===== config.mk =====
export PLATFORM = sky130hd
export DESIGN_NAME = dct_scheduler_flat
export DESIGN_NICKNAME = d
export VERILOG_FILES = /design/src/rtl/dct_scheduler_if.sv /design/src/rtl/dct_scheduler.sv /design/src/flat_wrapper.sv
export SDC_FILE = /design/constraint.sdc
export NUM_CORES = 1
export LEC_CHECK = 0
export ABC_AREA = 1
export CAP_MARGIN = 20
export CORE_MARGIN = 3
export CORE_UTILIZATION = 35
export CTS_CLUSTER_DIAMETER = 100
export DETAILED_ROUTE_END_ITERATION = 8
export PLACE_DENSITY_LB_ADDON = 0.3
export RECOVER_POWER = 100
export SYNTH_ARGS = -nofsm -noshare
export SYNTH_HDL_FRONTEND = slang
export SYNTH_SLANG_ARGS = --single-unit

===== constraint.sdc =====
create_clock -name clk -period 1.8 [get_ports clk]
set_clock_uncertainty 0.1 [all_clocks]
set_input_delay 0.54 -clock clk [delete_from_list [all_inputs] [get_ports clk]]
set_output_delay 0.54 -clock clk [all_outputs]
set_load 0.05 [all_outputs]

===== src/rtl/dct_scheduler_if.sv =====
// dct_scheduler_if: bundles every non-clock signal of the DCT scheduler.
//   Control   : start, num_blocks, y_active_in, c_active_in -> busy, done, error
//   Upstream  : block_req -> / <- block_ready
//   DCT engine: dct_go, dct_y_active, dct_c_active, dct_u, dct_v ->
//               <- dct_finished_flag, dct_y, dct_cb, dct_cr
//   Coef mem  : coef_w_en, coef_w_addr, coef_w_y, coef_w_cb, coef_w_cr
// Modports: master = the scheduler, slave = its environment.
interface dct_scheduler_if #(
  parameter int unsigned q_full      = 32,
  parameter int unsigned address_len = 12,
  parameter int unsigned block_len   = 16
);
  // run control
  logic                          start;
  logic [block_len-1:0]          num_blocks;
  logic                          y_active_in;
  logic                          c_active_in;
  logic                          busy;
  logic                          done;
  logic                          error;

  // upstream block handshake
  logic                          block_req;
  logic                          block_ready;

  // DCT engine
  logic                          dct_go;
  logic                          dct_y_active;
  logic                          dct_c_active;
  logic [address_len-1:0]        dct_u;
  logic [address_len-1:0]        dct_v;
  logic                          dct_finished_flag;
  logic signed [q_full-1:0]      dct_y;
  logic signed [q_full-1:0]      dct_cb;
  logic signed [q_full-1:0]      dct_cr;

  // coefficient memory write port
  logic                          coef_w_en;
  logic [block_len+5:0]          coef_w_addr;
  logic signed [q_full-1:0]      coef_w_y;
  logic signed [q_full-1:0]      coef_w_cb;
  logic signed [q_full-1:0]      coef_w_cr;

  modport master (
    input  start, num_blocks, y_active_in, c_active_in,
    output busy, done, error,
    output block_req,
    input  block_ready,
    output dct_go, dct_y_active, dct_c_active, dct_u, dct_v,
    input  dct_finished_flag, dct_y, dct_cb, dct_cr,
    output coef_w_en, coef_w_addr, coef_w_y, coef_w_cb, coef_w_cr
  );

  modport slave (
    output start, num_blocks, y_active_in, c_active_in,
    input  busy, done, error,
    input  block_req,
    output block_ready,
    input  dct_go, dct_y_active, dct_c_active, dct_u, dct_v,
    output dct_finished_flag, dct_y, dct_cb, dct_cr,
    input  coef_w_en, coef_w_addr, coef_w_y, coef_w_cb, coef_w_cr
  );
endinterface


===== src/rtl/dct_scheduler.sv =====
// dct_scheduler: sequences the per-coefficient DCT engine over a whole image.
// For every 8x8 block it requests the block colours upstream, then walks the
// 64 (u,v) pairs (v inner, u outer), strobes the engine, waits for its
// finished flag under a watchdog and writes the Y/Cb/Cr triple to the
// coefficient memory at block_idx*64 + u*8 + v.
// Ports:
//   clk   - system clock, all logic on posedge
//   reset - synchronous active-high reset, aborts any run immediately
//   bus   - dct_scheduler_if.master (control, upstream, engine, coef memory)
module dct_scheduler #(
  parameter int unsigned q_full         = 32,
  parameter int unsigned address_len    = 12,
  parameter int unsigned block_len      = 16,
  parameter int unsigned timeout_cycles = 1023,
  parameter int unsigned timeout_len    = 10
) (
  input  logic           clk,
  input  logic           reset,
  dct_scheduler_if.master bus
);

  typedef enum logic [2:0] {
    IDLE,
    FETCH,
    GO,
    ARM,
    WAIT,
    STORE,
    NEXT,
    FINISH
  } state_t;

  localparam logic [timeout_len-1:0] wd_last = timeout_len'(timeout_cycles - 1);

  state_t               state;
  logic [block_len-1:0] nblocks;
  logic [block_len-1:0] block_idx;
  logic [2:0]           u;
  logic [2:0]           v;
  logic [timeout_len-1:0] wd;

  // u/v are registers; the engine ports are just their zero-extension.
  always_comb begin
    bus.dct_u = address_len'(u);
    bus.dct_v = address_len'(v);
  end

  always_ff @(posedge clk) begin
    if (reset) begin
      state            <= IDLE;
      nblocks          <= '0;
      block_idx        <= '0;
      u                <= '0;
      v                <= '0;
      wd               <= '0;
      bus.busy         <= 1'b0;
      bus.done         <= 1'b0;
      bus.error        <= 1'b0;
      bus.block_req    <= 1'b0;
      bus.dct_go       <= 1'b0;
      bus.dct_y_active <= 1'b0;
      bus.dct_c_active <= 1'b0;
      bus.coef_w_en    <= 1'b0;
      bus.coef_w_addr  <= '0;
      bus.coef_w_y     <= '0;
      bus.coef_w_cb    <= '0;
      bus.coef_w_cr    <= '0;
    end else begin
      // single-cycle strobes
      bus.dct_go    <= 1'b0;
      bus.coef_w_en <= 1'b0;
      bus.done      <= 1'b0;

      unique case (state)
        IDLE: begin
          // busy is always low here, so any start seen in IDLE is accepted
          if (bus.start) begin
            nblocks          <= bus.num_blocks;
            bus.dct_y_active <= bus.y_active_in;
            bus.dct_c_active <= bus.c_active_in;
            bus.busy         <= 1'b1;
            bus.error        <= 1'b0;
            block_idx        <= '0;
            u                <= '0;
            v                <= '0;
            if (bus.num_blocks == '0) begin
              state <= FINISH;
            end else begin
              bus.block_req <= 1'b1;
              state         <= FETCH;
            end
          end
        end

        FETCH: begin
          if (bus.block_ready) begin
            bus.block_req <= 1'b0;
            u             <= '0;
            v             <= '0;
            bus.dct_go    <= 1'b1;
            state         <= GO;
          end
        end

        // dct_go is raised on entry so it is high exactly while in GO;
        // u/v were settled one cycle earlier (in FETCH or NEXT).
        GO: begin
          state <= ARM;
        end

        // The engine drops its flag on go's rising edge; the flag value seen
        // here may still be the previous coefficient's, so it is ignored.
        ARM: begin
          wd    <= '0;
          state <= WAIT;
        end

        WAIT: begin
          if (bus.dct_finished_flag) begin
            bus.coef_w_y    <= q_full'(bus.dct_y);
            bus.coef_w_cb   <= q_full'(bus.dct_cb);
            bus.coef_w_cr   <= q_full'(bus.dct_cr);
            bus.coef_w_addr <= {block_idx, u, v};
            bus.coef_w_en   <= 1'b1;
            state           <= STORE;
          end else if (wd == wd_last) begin
            bus.error <= 1'b1;
            bus.busy  <= 1'b0;
            state     <= IDLE;
          end else begin
            wd <= wd + 1'b1;
          end
        end

        // Advance the coefficient walk here so the new u/v are already on the
        // engine ports during NEXT, one cycle ahead of the next go.
        STORE: begin
          v <= v + 3'd1;
          if (v == 3'd7) begin
            u <= u + 3'd1;
          end
          if ((u == 3'd7) && (v == 3'd7)) begin
            block_idx <= block_idx + 1'b1;
          end
          state <= NEXT;
        end

        // u==v==0 after the advance means (7,7) was just stored and block_idx
        // already holds the incremented count.
        NEXT: begin
          if ((u == 3'd0) && (v == 3'd0)) begin
            if (block_idx == nblocks) begin
              state <= FINISH;
            end else begin
              bus.block_req <= 1'b1;
              state         <= FETCH;
            end
          end else begin
            bus.dct_go <= 1'b1;
            state      <= GO;
          end
        end

        FINISH: begin
          bus.done <= 1'b1;
          bus.busy <= 1'b0;
          state    <= IDLE;
        end

        default: begin
          state <= IDLE;
        end
      endcase
    end
  end

endmodule


===== src/flat_wrapper.sv =====
// flat-port wrapper written by rule: the top's interface ports become plain ports
module dct_scheduler_flat 
#(
  parameter int unsigned q_full         = 32,
  parameter int unsigned address_len    = 12,
  parameter int unsigned block_len      = 16,
  parameter int unsigned timeout_cycles = 1023,
  parameter int unsigned timeout_len    = 10
)
  (clk, reset, bus_start, bus_num_blocks, bus_y_active_in, bus_c_active_in, bus_busy, bus_done, bus_error, bus_block_req, bus_block_ready, bus_dct_go, bus_dct_y_active, bus_dct_c_active, bus_dct_u, bus_dct_v, bus_dct_finished_flag, bus_dct_y, bus_dct_cb, bus_dct_cr, bus_coef_w_en, bus_coef_w_addr, bus_coef_w_y, bus_coef_w_cb, bus_coef_w_cr);
  dct_scheduler_if #(.q_full(q_full), .address_len(address_len), .block_len(block_len)) bus_i ();
  input  logic clk;
  input  logic reset;
  input wire logic [$bits(bus_i.start)-1:0] bus_start;
  input wire logic [$bits(bus_i.num_blocks)-1:0] bus_num_blocks;
  input wire logic [$bits(bus_i.y_active_in)-1:0] bus_y_active_in;
  input wire logic [$bits(bus_i.c_active_in)-1:0] bus_c_active_in;
  output wire logic [$bits(bus_i.busy)-1:0] bus_busy;
  output wire logic [$bits(bus_i.done)-1:0] bus_done;
  output wire logic [$bits(bus_i.error)-1:0] bus_error;
  output wire logic [$bits(bus_i.block_req)-1:0] bus_block_req;
  input wire logic [$bits(bus_i.block_ready)-1:0] bus_block_ready;
  output wire logic [$bits(bus_i.dct_go)-1:0] bus_dct_go;
  output wire logic [$bits(bus_i.dct_y_active)-1:0] bus_dct_y_active;
  output wire logic [$bits(bus_i.dct_c_active)-1:0] bus_dct_c_active;
  output wire logic [$bits(bus_i.dct_u)-1:0] bus_dct_u;
  output wire logic [$bits(bus_i.dct_v)-1:0] bus_dct_v;
  input wire logic [$bits(bus_i.dct_finished_flag)-1:0] bus_dct_finished_flag;
  input wire logic [$bits(bus_i.dct_y)-1:0] bus_dct_y;
  input wire logic [$bits(bus_i.dct_cb)-1:0] bus_dct_cb;
  input wire logic [$bits(bus_i.dct_cr)-1:0] bus_dct_cr;
  output wire logic [$bits(bus_i.coef_w_en)-1:0] bus_coef_w_en;
  output wire logic [$bits(bus_i.coef_w_addr)-1:0] bus_coef_w_addr;
  output wire logic [$bits(bus_i.coef_w_y)-1:0] bus_coef_w_y;
  output wire logic [$bits(bus_i.coef_w_cb)-1:0] bus_coef_w_cb;
  output wire logic [$bits(bus_i.coef_w_cr)-1:0] bus_coef_w_cr;
  assign bus_i.start = bus_start;
  assign bus_i.num_blocks = bus_num_blocks;
  assign bus_i.y_active_in = bus_y_active_in;
  assign bus_i.c_active_in = bus_c_active_in;
  assign bus_busy = bus_i.busy;
  assign bus_done = bus_i.done;
  assign bus_error = bus_i.error;
  assign bus_block_req = bus_i.block_req;
  assign bus_i.block_ready = bus_block_ready;
  assign bus_dct_go = bus_i.dct_go;
  assign bus_dct_y_active = bus_i.dct_y_active;
  assign bus_dct_c_active = bus_i.dct_c_active;
  assign bus_dct_u = bus_i.dct_u;
  assign bus_dct_v = bus_i.dct_v;
  assign bus_i.dct_finished_flag = bus_dct_finished_flag;
  assign bus_i.dct_y = bus_dct_y;
  assign bus_i.dct_cb = bus_dct_cb;
  assign bus_i.dct_cr = bus_dct_cr;
  assign bus_coef_w_en = bus_i.coef_w_en;
  assign bus_coef_w_addr = bus_i.coef_w_addr;
  assign bus_coef_w_y = bus_i.coef_w_y;
  assign bus_coef_w_cb = bus_i.coef_w_cb;
  assign bus_coef_w_cr = bus_i.coef_w_cr;
  dct_scheduler #(.q_full(q_full), .address_len(address_len), .block_len(block_len), .timeout_cycles(timeout_cycles), .timeout_len(timeout_len)) u_core (.clk(clk), .reset(reset), .bus(bus_i));
endmodule

==> flow_summary.rst, run 1 <==
.. list-table::
   :header-rows: 1

   * - Metric
     - Value
   * - Run status
     - completed
   * - Clock network latency to the later pin of the worst-skew pair
     - 430 ps
   * - Crit path max-delay family
     - flip-flops
   * - Setup repair after global routing missed its margin
     - yes
   * - Floorplan Core Area
     - 20500 um^2
   * - Post-synthesis sequential element count
     - 177
   * - Site Rows
     - 52
   * - Sequential share of the synthesized area
     - 48.0%
   * - Largest family of logic cells by synthesized area
     - simple AND/OR/NAND/NOR gates
   * - Data arrival time of the worst path
     - 1050 ps
   * - Critical Path Sink Type
     - primary output
   * - Number of buffers created by CTS
     - 17
   * - Count of final max-slew check failures
     - 0
   * - Time the worst path needs with I/O delays and setup
     - 1690 ps
   * - Final weighted congestion in routability-driven placement
     - 0.884
   * - Number of distinct library cells after synthesis
     - 36
   * - Routed vias
     - 7306
   * - Count of hold buffers inserted by post-cts repair
     - 0
   * - Post-synthesis cell count
     - 994
   * - Share of flip-flops with an asynchronous set or reset
     - 0%
   * - Pre-antenna DRT Iters
     - 6
   * - Storage element area
     - 3550 um^2
   * - Final hold violation count
     - 0
   * - Detailed-route vias per instance
     - 4.72
   * - Routed length per placed instance
     - 15.2 um
   * - Die Y
     - 151 um
   * - Total congestion overflow
     - 0
   * - Placed cell area
     - 11700 um^2
   * - Adder-cell area share of the yosys netlist
     - 1.53%
   * - Detailed router's first-iteration violation count
     - 391
   * - Mapped Avg Cell Area
     - 7.42 um^2
   * - Final setup TNS
     - 0 ps
   * - Die outline area
     - 22900 um^2
   * - Required time of the critical path
     - 1160 ps
   * - Max Cap Viol
     - 0
   * - Most frequent cells in the layout
     - nand2_1 (329), a21oi_1 (171), dfxtp_1 (171), buf_12 (140), clkdlybuf4s50_1 (117)
   * - Worst Setup Start Kind
     - flop
   * - Share of cell area taken by muxes after synthesis
     - 0%
   * - Nets
     - 1394
   * - Total of buffers placed on input and output ports
     - 250
   * - Worst setup path category
     - reg2out
   * - Clock tree root driver cell
     - clkbuf_16
   * - Power density over cell area
     - 1210 nW/um^2
   * - Number of global-route vias before repair
     - 6986
   * - Post-layout power
     - 14900 uW
   * - Fraction of final layout cells sized beyond drive strength 1
     - 19.2%
   * - Total length of routed wires
     - 23600 um
   * - Final number of setup-violating endpoints
     - 0
   * - Global-route wire length before repair
     - 36900 um
   * - Layout Cells excl Fill
     - 1549
   * - Area growth from synthesis to final layout
     - 67.4%
   * - Synthesized-area fraction occupied by and/or/nand/nor cells
     - 25.2%
   * - Area occupied by multi-input gates
     - 3280 um^2
   * - Most common flop cell mapped by yosys
     - dfxtp_1
   * - Final cell area excluding filler cells
     - 12300 um^2
   * - Starting density of the core
     - 36.0%
   * - Die Wd
     - 151 um
   * - Combined buffer and inverter count along the critical path
     - 2
   * - Clock-pin slew of the registers on the worst-case setup and hold paths
     - 70 ps
   * - Maximum buffer depth of the clock tree
     - 2
   * - Max Clock Freq
     - 590 MHz
   * - Commonest non-fill, non-tap cell in the layout
     - nand2_1
   * - CTS tree
     - built
   * - Fillers
     - 1767
   * - Number of design rule violations left after detail routing
     - 0
   * - Pin count of the biggest net entering global routing
     - 55
   * - Number of flops mapped to enable cells by yosys
     - 0
   * - Static leakage
     - 0.00470 uW
   * - Yosys synthesis warning count
     - 0
   * - Number of clock sinks
     - 177
   * - Path type of the worst min-delay path
     - reg2reg
   * - Final clock period utilization by the worst path
     - 94.1%
   * - Summed instance area of the synthesized netlist
     - 7380 um^2
   * - Antenna violations before repair
     - 0
   * - Clock H-tree levels
     - 4
   * - Highest-delay cell along the critical path
     - dfxtp_1
   * - Cell Chain, Critical Path
     - buf_4 -> buf_12
   * - Global Route Usage Sum
     - 20.5%
   * - # diodes
     - 0
   * - Critical path peak fanout
     - 4
   * - Antenna-violating nets left
     - 0
   * - Xor-xnor portion of the synthesized cell area
     - 1.42%
   * - Total placed cells including tap cells
     - 1515
   * - Max stage delay on crit path
     - 330 ps
   * - Peak supply drop
     - 0.683 mV
   * - Final HPWL from detailed placement
     - 18000 um
   * - Compound-gate portion of the synthesized area
     - 15.3%
   * - Ports
     - 269
[tightest hold or removal path, stage by stage, from the launching register on]
cell	delay, ps
dfxtp_1	310
inv_1	60
a21oi_1	50
[layer usage]
layer	track usage, %	part of all wire, %
met1	26.2	42
met2	32.4	49
met3	6.79	6.9
met4	7.52	2.5
met5	0	0
[sequential cells by signal, indices dropped and copies added, names as in the netlist, 3 cells and up]
name / cells
u_core.bus.coef_w_cr: 32
u_core.wd: 10
u_core.nblocks: 16
u_core.bus.coef_w_cb: 32
u_core.u: 3
u_core.block_idx: 16
u_core.v: 3
u_core.bus.coef_w_y: 32
u_core.bus.coef_w_addr: 22
u_core.state: 3
[power breakdown]
group	leakage [uW]	internal, uW	switching, uW
clock	0.000306	2270	1680
sequential	0.00144	4480	525
combinational	0.00296	2570	3380
total	0.00470	9320	5590
[timing repair]
| action | 4_1_cts | 5_1_grt |
|---|---|---|
| endpoints found under the setup margin | 0 | 10 |
| setup buffers | 0 | 2 |
| gates resized for setup | 0 | 4 |
[synth_stat cells (2+ instances only)]
library cell,n,area [um^2]
nand2_1,329,1230
dfxtp_1,177,3540
a21oi_1,172,861
inv_1,50,188
nor2_1,45,169
o21ai_0,38,190
nand3_1,30,150
buf_4,28,210
clkbuf_1,22,82.6
buf_2,16,80.1
nor3_1,15,75.1
ha_1,9,113
xor2_1,9,78.8
inv_2,8,30.0
nand4_1,8,50.1
a211oi_1,4,30.0
nand2_2,4,25.0
nor3b_1,4,30.0
nand2_4,3,33.8
xnor2_1,3,26.3
buf_6,2,22.5
nor2_4,2,22.5
o211ai_1,2,15.0
o21ai_1,2,10.0
[layout make-up]
class | instances | area share [%]
Timing Repair Buffer | 305 | 35.0
Sequential cell | 177 | 28.8
Multi-Input combinational cell | 707 | 26.6
Clock buffer | 18 | 3.56
Tap cell | 270 | 2.74
Inverter | 58 | 1.78
Clock inverter | 14 | 1.54
[cells by family (layout without fill, tap and decap cells)]
kind of cell / count (synthesis) / count (layout)
AO/OA/AOI/OAI: 221 / 221
XOR/XNOR: 12 / 12
adder cells (fa/ha/maj): 9 / 9
buffers and inverters: 127 / 395
flip-flops: 177 / 177
other: 1 / 18
AND/OR/NAND/NOR: 447 / 447
[final timing paths]
| path | depth (start not counted) | slack (ps) | startpoint | endpoint |
|---|---|---|---|---|
| max | 2 | 110 | u_core.u[2] | bus_dct_u[2] |
| min reg2reg | 2 | 370 | u_core.nblocks[11] | u_core.nblocks[11] |
| max reg2reg | 7 | 130 | u_core.u[0] | u_core.block_idx[8] |
| min | 2 | 370 | u_core.nblocks[11] | u_core.nblocks[11] |
[metrics by stage]
stage                     utilization (%)  hold WS, ps  worst slack (ps)
after floorplan                         -          344              4.19
after global placement               57.2          356              -259
after detailed placement             57.2          358              -258
after CTS                            60.3          369              74.4
after global routing                 60.2          397             -19.8
final                                60.2          370               105
No activity file was read; power rests on OpenSTA's default activity.
==> run 2, diff against run 1 <==
Settings changed: REMOVE_ABC_BUFFERS set to 1, TNS_END_PERCENT set to 5.
==> run 2 against run 1 <==
Effect of this change:
- flip-flop and latch count did not move
- die area is the same
- fmax fell by 1.2%
- non-clock buffer count shrank 6
- register-to-register slack lost 20 ps
- combinational power about the same
- cell count is 0.39% lower
- via count decreased by 0.88%
- utilization is 0.71 points lower
- clock-buffer cell count unchanged
- sequential power about the same
==> flow_summary.rst, run 2 (synthesized netlist as in run 1, its figures left out) <==
.. list-table::
   :header-rows: 1

   * - Metric
     - Value
   * - Total placed cells including tap cells
     - 1511 (was 1515)
   * - Time the worst path needs with I/O delays and setup
     - 1710 ps (was 1690 ps)
   * - Antenna violations before repair
     - 0 (unchanged)
   * - Die Y
     - 151 um (unchanged)
   * - R2R Path End
     - u_core.bus.coef_w_cr[3] (was u_core.block_idx[8])
   * - Setup slack, reg-to-reg
     - 110 ps (was 130 ps)
   * - Final number of setup-violating endpoints
     - 0 (unchanged)
   * - Nets
     - 1388 (was 1394)
   * - Required time of the critical path
     - 1160 ps (about the same)
   * - Timing startpoint of the critical path
     - u_core.v[1] (was u_core.u[2])
   * - CTS tree
     - built (unchanged)
   * - Commonest non-fill, non-tap cell in the layout
     - nand2_1 (unchanged)
   * - Final HPWL from detailed placement
     - 17300 um (was 18000 um)
   * - Tightest slew margin relative to the limit
     - 64.4%
   * - Placed cell area
     - 11700 um^2 (about the same)
   * - Power density over cell area
     - 1190 nW/um^2 (was 1210 nW/um^2)
   * - Clock share of power
     - 24.9% (was 26.5%)
   * - Final hold violation count
     - 0 (unchanged)
   * - Total length of routed wires
     - 22700 um (was 23600 um)
   * - Critical path depth in cells
     - 2 (unchanged)
   * - Combined buffer and inverter count along the critical path
     - 2 (unchanged)
   * - Post-layout power
     - 14600 uW (was 14900 uW)
   * - Site Rows
     - 52 (unchanged)
   * - Critical Path Sink Type
     - primary output (unchanged)
   * - Sw Pwr
     - 5620 uW (was 5590 uW)
   * - Pre-antenna DRT Iters
     - 5 (was 6)
   * - Maximum buffer depth of the clock tree
     - 2 (unchanged)
   * - Worst slew pin tran
     - 530 ps
   * - Total congestion overflow
     - 0 (unchanged)
   * - Peak supply drop
     - 0.759 mV (was 0.683 mV)
   * - Routed length per placed instance
     - 14.7 um (was 15.2 um)
   * - Cell Chain, Critical Path
     - buf_4 -> buf_12 (unchanged)
   * - Clock network latency to the later pin of the worst-skew pair
     - 430 ps (about the same)
   * - Die Wd
     - 151 um (unchanged)
   * - Final clock period utilization by the worst path
     - 95.3% (was 94.1%)
   * - Routed vias
     - 7242 (was 7306)
   * - Number of buffers created by CTS
     - 17 (unchanged)
   * - Die outline area
     - 22900 um^2 (unchanged)
   * - Path type of the worst min-delay path
     - reg2reg (unchanged)
   * - Registers with the highest flip-flop counts
     - u_core.bus.coef_w_cb: 32 flops, u_core.bus.coef_w_cr: 32 flops, u_core.bus.coef_w_y: 32 flops (unchanged)
   * - # diodes
     - 0 (unchanged)
   * - Global Route Usage Sum
     - 19.3% (was 20.5%)
   * - Number of clock sinks
     - 177 (unchanged)
   * - Number of global-route vias before repair
     - 6772 (was 6986)
   * - Worst setup path category
     - reg2out (unchanged)
   * - Setup repair after global routing missed its margin
     - no (was yes)
   * - Area occupied by multi-input gates
     - 3280 um^2 (about the same)
   * - Starting density of the core
     - 36.0% (unchanged)
   * - Final cell area excluding filler cells
     - 12200 um^2 (was 12300 um^2)
   * - Internal power summed over all cells
     - 8940 uW (was 9320 uW)
   * - Floorplan Core Area
     - 20500 um^2 (unchanged)
   * - Detailed-route vias per instance
     - 4.69 (was 4.72)
   * - Worst Setup Start Kind
     - flop (unchanged)
   * - Final core utilization
     - 59.5% (was 60.2%)
   * - Global-route wire length before repair
     - 34800 um (was 36900 um)
   * - Clock-pin slew of the registers on the worst-case setup and hold paths
     - 70 ps (about the same)
   * - Storage element area
     - 3550 um^2 (about the same)
   * - Fraction of final layout cells sized beyond drive strength 1
     - 18.7% (was 19.2%)
   * - PnR worst setup slack
     - 85.5 ps (was 105 ps)
   * - Detailed router's first-iteration violation count
     - 471 (was 391)
   * - Ports
     - 269 (unchanged)
   * - Number of design rule violations left after detail routing
     - 0 (unchanged)
   * - Switching power as a share of total power
     - 38.6% (was 37.5%)
   * - Fillers
     - 1772 (was 1767)
   * - Count of final max-slew check failures
     - 0 (unchanged)
   * - Sequential fraction of design power
     - 34.2% (was 33.6%)
   * - Max Cap Viol
     - 0 (unchanged)
   * - Static leakage
     - 0.00464 uW (was 0.00470 uW)
   * - Max stage delay on crit path
     - 370 ps (was 330 ps)
   * - Crit path max-delay family
     - flip-flops (unchanged)
   * - Area growth from synthesis to final layout
     - 65.4% (was 67.4%)
   * - Most frequent cells in the layout
     - nand2_1 (329), dfxtp_1 (173), a21oi_1 (172), buf_12 (137), clkdlybuf4s50_1 (117) (was nand2_1 (329), a21oi_1 (171), dfxtp_1 (171), buf_12 (140), clkdlybuf4s50_1 (117))
   * - Pin count of the biggest net entering global routing
     - 100 (was 55)
   * - Run status
     - completed (unchanged)
   * - Critical path peak fanout
     - 3 (was 4)
   * - Clock H-tree levels
     - 4 (unchanged)
   * - Antenna-violating nets left
     - 0 (unchanged)
   * - FF-to-FF Start
     - u_core.state[0] (was u_core.u[0])
   * - Final weighted congestion in routability-driven placement
     - 0.843 (was 0.884)
   * - Total of buffers placed on input and output ports
     - 250 (unchanged)
   * - Clock tree root driver cell
     - clkbuf_16 (unchanged)
   * - Worst slack at placement
     - -281 ps (was -258 ps)
   * - Data arrival time of the worst path
     - 1070 ps (was 1050 ps)
   * - Worst hold path cell count
     - 2 (unchanged)
   * - Proportion of power drawn by combinational gates
     - 40.9% (was 39.9%)
   * - Highest-delay cell along the critical path
     - dfxtp_1 (unchanged)
   * - Max Clock Freq
     - 583 MHz (was 590 MHz)
   * - Layout Cells excl Fill
     - 1543 (was 1549)
   * - End point of the critical path
     - bus_dct_v[1] (was bus_dct_u[2])
   * - Worst reg-to-reg path cell count
     - 8 (was 7)
-- run 2: repair_timing --
action	4_1_cts	5_1_grt
resized for setup	0	6
hold endpoints to repair	0	0
buffers inserted	0	0
endpoints found under the setup margin	0	8
hold buffers	0	0
-- run 2: power by group through the flow --
stage               clock network (uW)  registers, uW  logic, uW
floorplan                            0           6130       1850
global placement                     0           5050       5980
detailed placement                   0           5070       6040
CTS                               3720           4980       6060
global route                      3890           5050       6400
finish                            3620           4980       5960
-- run 2: worst min path at each step --
stage	to	slack, ps	from
5_1_grt	u_core.bus.coef_w_cr[2]	390	u_core.bus.coef_w_cr[2]
2_1_floorplan	u_core.nblocks[0]	350	u_core.nblocks[0]
4_1_cts	u_core.nblocks[4]	380	u_core.nblocks[4]
3_3_place_gp	u_core.nblocks[11]	360	u_core.nblocks[11]
6_report	u_core.bus.coef_w_cr[2]	370	u_core.bus.coef_w_cr[2]
3_5_place_dp	u_core.nblocks[14]	360	u_core.nblocks[14]
-- run 2: worst reg2reg max path, cell delays in order (launching register included) --
cell and delay, ps:
dfxtp_1 360, nor2_4 140, inv_1 100, nor2_8 130, nand2_4 70, inv_2 240, buf_12 230, nand2_1 100
a21oi_1 140
-- run 2: layout make-up --
type                            count  share of cell area, %
Tap cell                          270                   2.77
Sequential cell                   177                   29.1
Timing Repair Buffer              299                   34.7
Clock buffer                       18                   3.60
Inverter                           58                   1.80
Clock inverter                     14                   1.16
Multi-Input combinational cell    707                   26.9
-- run 2: stage by stage --
| step | hold slack (ps) | setup TNS, ps |
|---|---|---|
| 2_1_floorplan | 346 | -111700 |
| 3_3_place_gp | 355 | -13040 |
| 3_5_place_dp | 362 | -17910 |
| 4_1_cts | 375 | 0 |
| 5_1_grt | 392 | 0 |
| 6_report | 370 | 0 |
-- run 2: metal layers --
layer,share of wire (%),GRT usage (%)
met2,50,31.7
met4,2.7,7.52
met3,6.6,5.83
met1,41,23.6
met5,0,0
==> run 3, diff against run 2 <==
Clock period 1.8 ns to 1.7 ns, I/O delays scaled along.
==> run 3 against run 2 <==
Effect of this change:
- power grew 7.7%
- critical path type unchanged
- highest routed layer unchanged
- first-iteration DRC count shrank 11%
- clock power grew 7.2%
==> flow_summary.rst, run 3 (synthesized netlist as in run 1, its figures left out) <==
.. list-table::
   :header-rows: 1

   * - Metric
     - Value
   * - Path type of the worst min-delay path
     - reg2reg (unchanged)
   * - Final weighted congestion in routability-driven placement
     - 0.825 (was 0.843)
   * - Required time of the critical path
     - 1090 ps (was 1160 ps)
   * - Detailed router's first-iteration violation count
     - 421 (was 471)
   * - Final HPWL from detailed placement
     - 17800 um (was 17300 um)
   * - Number of clock sinks
     - 177 (unchanged)
   * - Final clock period utilization by the worst path
     - 97.0%
   * - Pin count of the biggest net entering global routing
     - 97 (was 100)
   * - Total placed cells including tap cells
     - 1517 (was 1511)
   * - # diodes
     - 0 (unchanged)
   * - Total of buffers placed on input and output ports
     - 250 (unchanged)
   * - Starting density of the core
     - 36.0% (unchanged)
   * - Count of final max-slew check failures
     - 0 (unchanged)
   * - Setup repair after global routing missed its margin
     - yes (was no)
   * - Power density over cell area
     - 1260 nW/um^2 (was 1190 nW/um^2)
   * - Final hold violation count
     - 0 (unchanged)
   * - Total congestion overflow
     - 0 (unchanged)
   * - Final cell area excluding filler cells
     - 12400 um^2 (was 12200 um^2)
   * - Worst setup path category
     - reg2out (unchanged)
   * - Die outline area
     - 22900 um^2 (unchanged)
   * - Nets
     - 1397 (was 1388)
   * - Pre-antenna DRT Iters
     - 5 (unchanged)
   * - Max Clock Freq
     - 606 MHz
   * - Max Cap Viol
     - 0 (unchanged)
   * - Total length of routed wires
     - 23600 um (was 22700 um)
   * - Ports
     - 269 (unchanged)
   * - Placed cell area
     - 11800 um^2 (was 11700 um^2)
   * - Data arrival time of the worst path
     - 1040 ps (was 1070 ps)
   * - Antenna-violating nets left
     - 0 (unchanged)
   * - Antenna violations before repair
     - 0 (unchanged)
   * - Clock tree root driver cell
     - clkbuf_16 (unchanged)
   * - Number of global-route vias before repair
     - 6795 (was 6772)
   * - Clock H-tree levels
     - 4 (unchanged)
   * - Clock network latency to the later pin of the worst-skew pair
     - 430 ps (about the same)
   * - Time the worst path needs with I/O delays and setup
     - 1650 ps
   * - Area growth from synthesis to final layout
     - 68.5% (was 65.4%)
   * - Critical path peak fanout
     - 3 (unchanged)
   * - Number of design rule violations left after detail routing
     - 0 (unchanged)
   * - Routed length per placed instance
     - 15.2 um (was 14.7 um)
   * - Floorplan Core Area
     - 20500 um^2 (unchanged)
   * - Number of buffers created by CTS
     - 17 (unchanged)
   * - Die Y
     - 151 um (unchanged)
   * - Global-route wire length before repair
     - 35600 um (was 34800 um)
   * - Most frequent cells in the layout
     - nand2_1 (328), a21oi_1 (172), dfxtp_1 (166), buf_12 (143), clkdlybuf4s50_1 (117) (was nand2_1 (329), dfxtp_1 (173), a21oi_1 (172), buf_12 (137), clkdlybuf4s50_1 (117))
   * - Global Route Usage Sum
     - 19.7% (was 19.3%)
   * - Layout Cells excl Fill
     - 1552 (was 1543)
   * - Commonest non-fill, non-tap cell in the layout
     - nand2_1 (unchanged)
   * - PnR worst setup slack
     - 50.5 ps (was 85.5 ps)
   * - Worst Setup Start Kind
     - flop (unchanged)
   * - Worst hold path cell count
     - 2 (unchanged)
   * - Final number of setup-violating endpoints
     - 0 (unchanged)
   * - Fraction of final layout cells sized beyond drive strength 1
     - 20.9% (was 18.7%)
   * - Die Wd
     - 151 um (unchanged)
   * - Registers with the highest flip-flop counts
     - u_core.bus.coef_w_cb: 32 flops, u_core.bus.coef_w_cr: 32 flops, u_core.bus.coef_w_y: 32 flops (unchanged)
   * - Routed vias
     - 7354 (was 7242)
   * - Worst slack at placement
     - -327 ps (was -281 ps)
   * - Final core utilization
     - 60.7% (was 59.5%)
   * - Site Rows
     - 52 (unchanged)
   * - Critical Path Sink Type
     - primary output (unchanged)
   * - Static leakage
     - 0.00471 uW (was 0.00464 uW)
   * - Final setup TNS
     - 0 ps (unchanged)
   * - CTS tree
     - built (unchanged)
   * - Clock-pin slew of the registers on the worst-case setup and hold paths
     - 70 ps (about the same)
   * - Detailed-route vias per instance
     - 4.74 (was 4.69)
   * - Peak supply drop
     - 0.795 mV (was 0.759 mV)
   * - Maximum buffer depth of the clock tree
     - 2 (unchanged)
   * - Fillers
     - 1751 (was 1772)
   * - Run status
     - completed (unchanged)
   * - Worst reg-to-reg path cell count
     - 7 (was 8)
## run 3: changes by cell type in the layout (fill, tap and decap cells not counted), sizes merged
| cell | previous run | this run |
|---|---|---|
| buf | 174 | 189 |
| clkbuf | 26 | 19 |
| clkinv | 6 | 5 |
| inv | 65 | 66 |
| nand2 | 336 | 337 |
## run 3: where the power goes
part	leakage [uW]	switching [uW]	internal [uW]
Sequential	0.00144	547	4750
Clock	0.000284	1880	2000
Combinational	0.00299	3660	2840
Total	0.00471	6090	9590
## run 3: worst paths after layout
path                      from            endpoint  slack, ps
max                u_core.v[1]        bus_dct_v[1]         50
min          u_core.nblocks[1]   u_core.nblocks[1]        370
max reg2reg    u_core.state[0]  u_core.nblocks[14]         80
min reg2reg  u_core.nblocks[1]   u_core.nblocks[1]        370
## run 3: layout make-up
type / count / area (um^2) / share of cell area [%]
tap: 270 / 338 / 2.72
inverter: 58 / 223 / 1.79
multi-input combinational: 708 / 3340 / 26.9
sequential: 177 / 3560 / 28.6
timing repair buffer: 307 / 4390 / 35.3
clock inverter: 14 / 141 / 1.14
clock buffer: 18 / 439 / 3.53
## run 3: per-stage QoR
step	hold WS [ps]	total power (uW)
after CTS	375	15700
after global placement	355	11700
final	373	15700
after floorplan	346	8450
after global routing	383	16500
after detailed placement	363	11800
## run 3: critical path, stage by stage (launching register included)
cell	delay, ps
dfxtp_2	330
buf_4	140
buf_12	140
## run 3: timing repair
item	CTS	global route
hold buffers	0	0
resized for setup	0	28
setup endpoints to repair	0	45
setup buffers	0	2
## run 3: layer usage
layer	vias up	GRT usage, %	share of wire, %
li1	3736	-	-
met1	3366	24.9	41
met2	220	32.1	50
met3	32	5.69	6.4
met4	0	6.62	2.3
met5	-	0	0
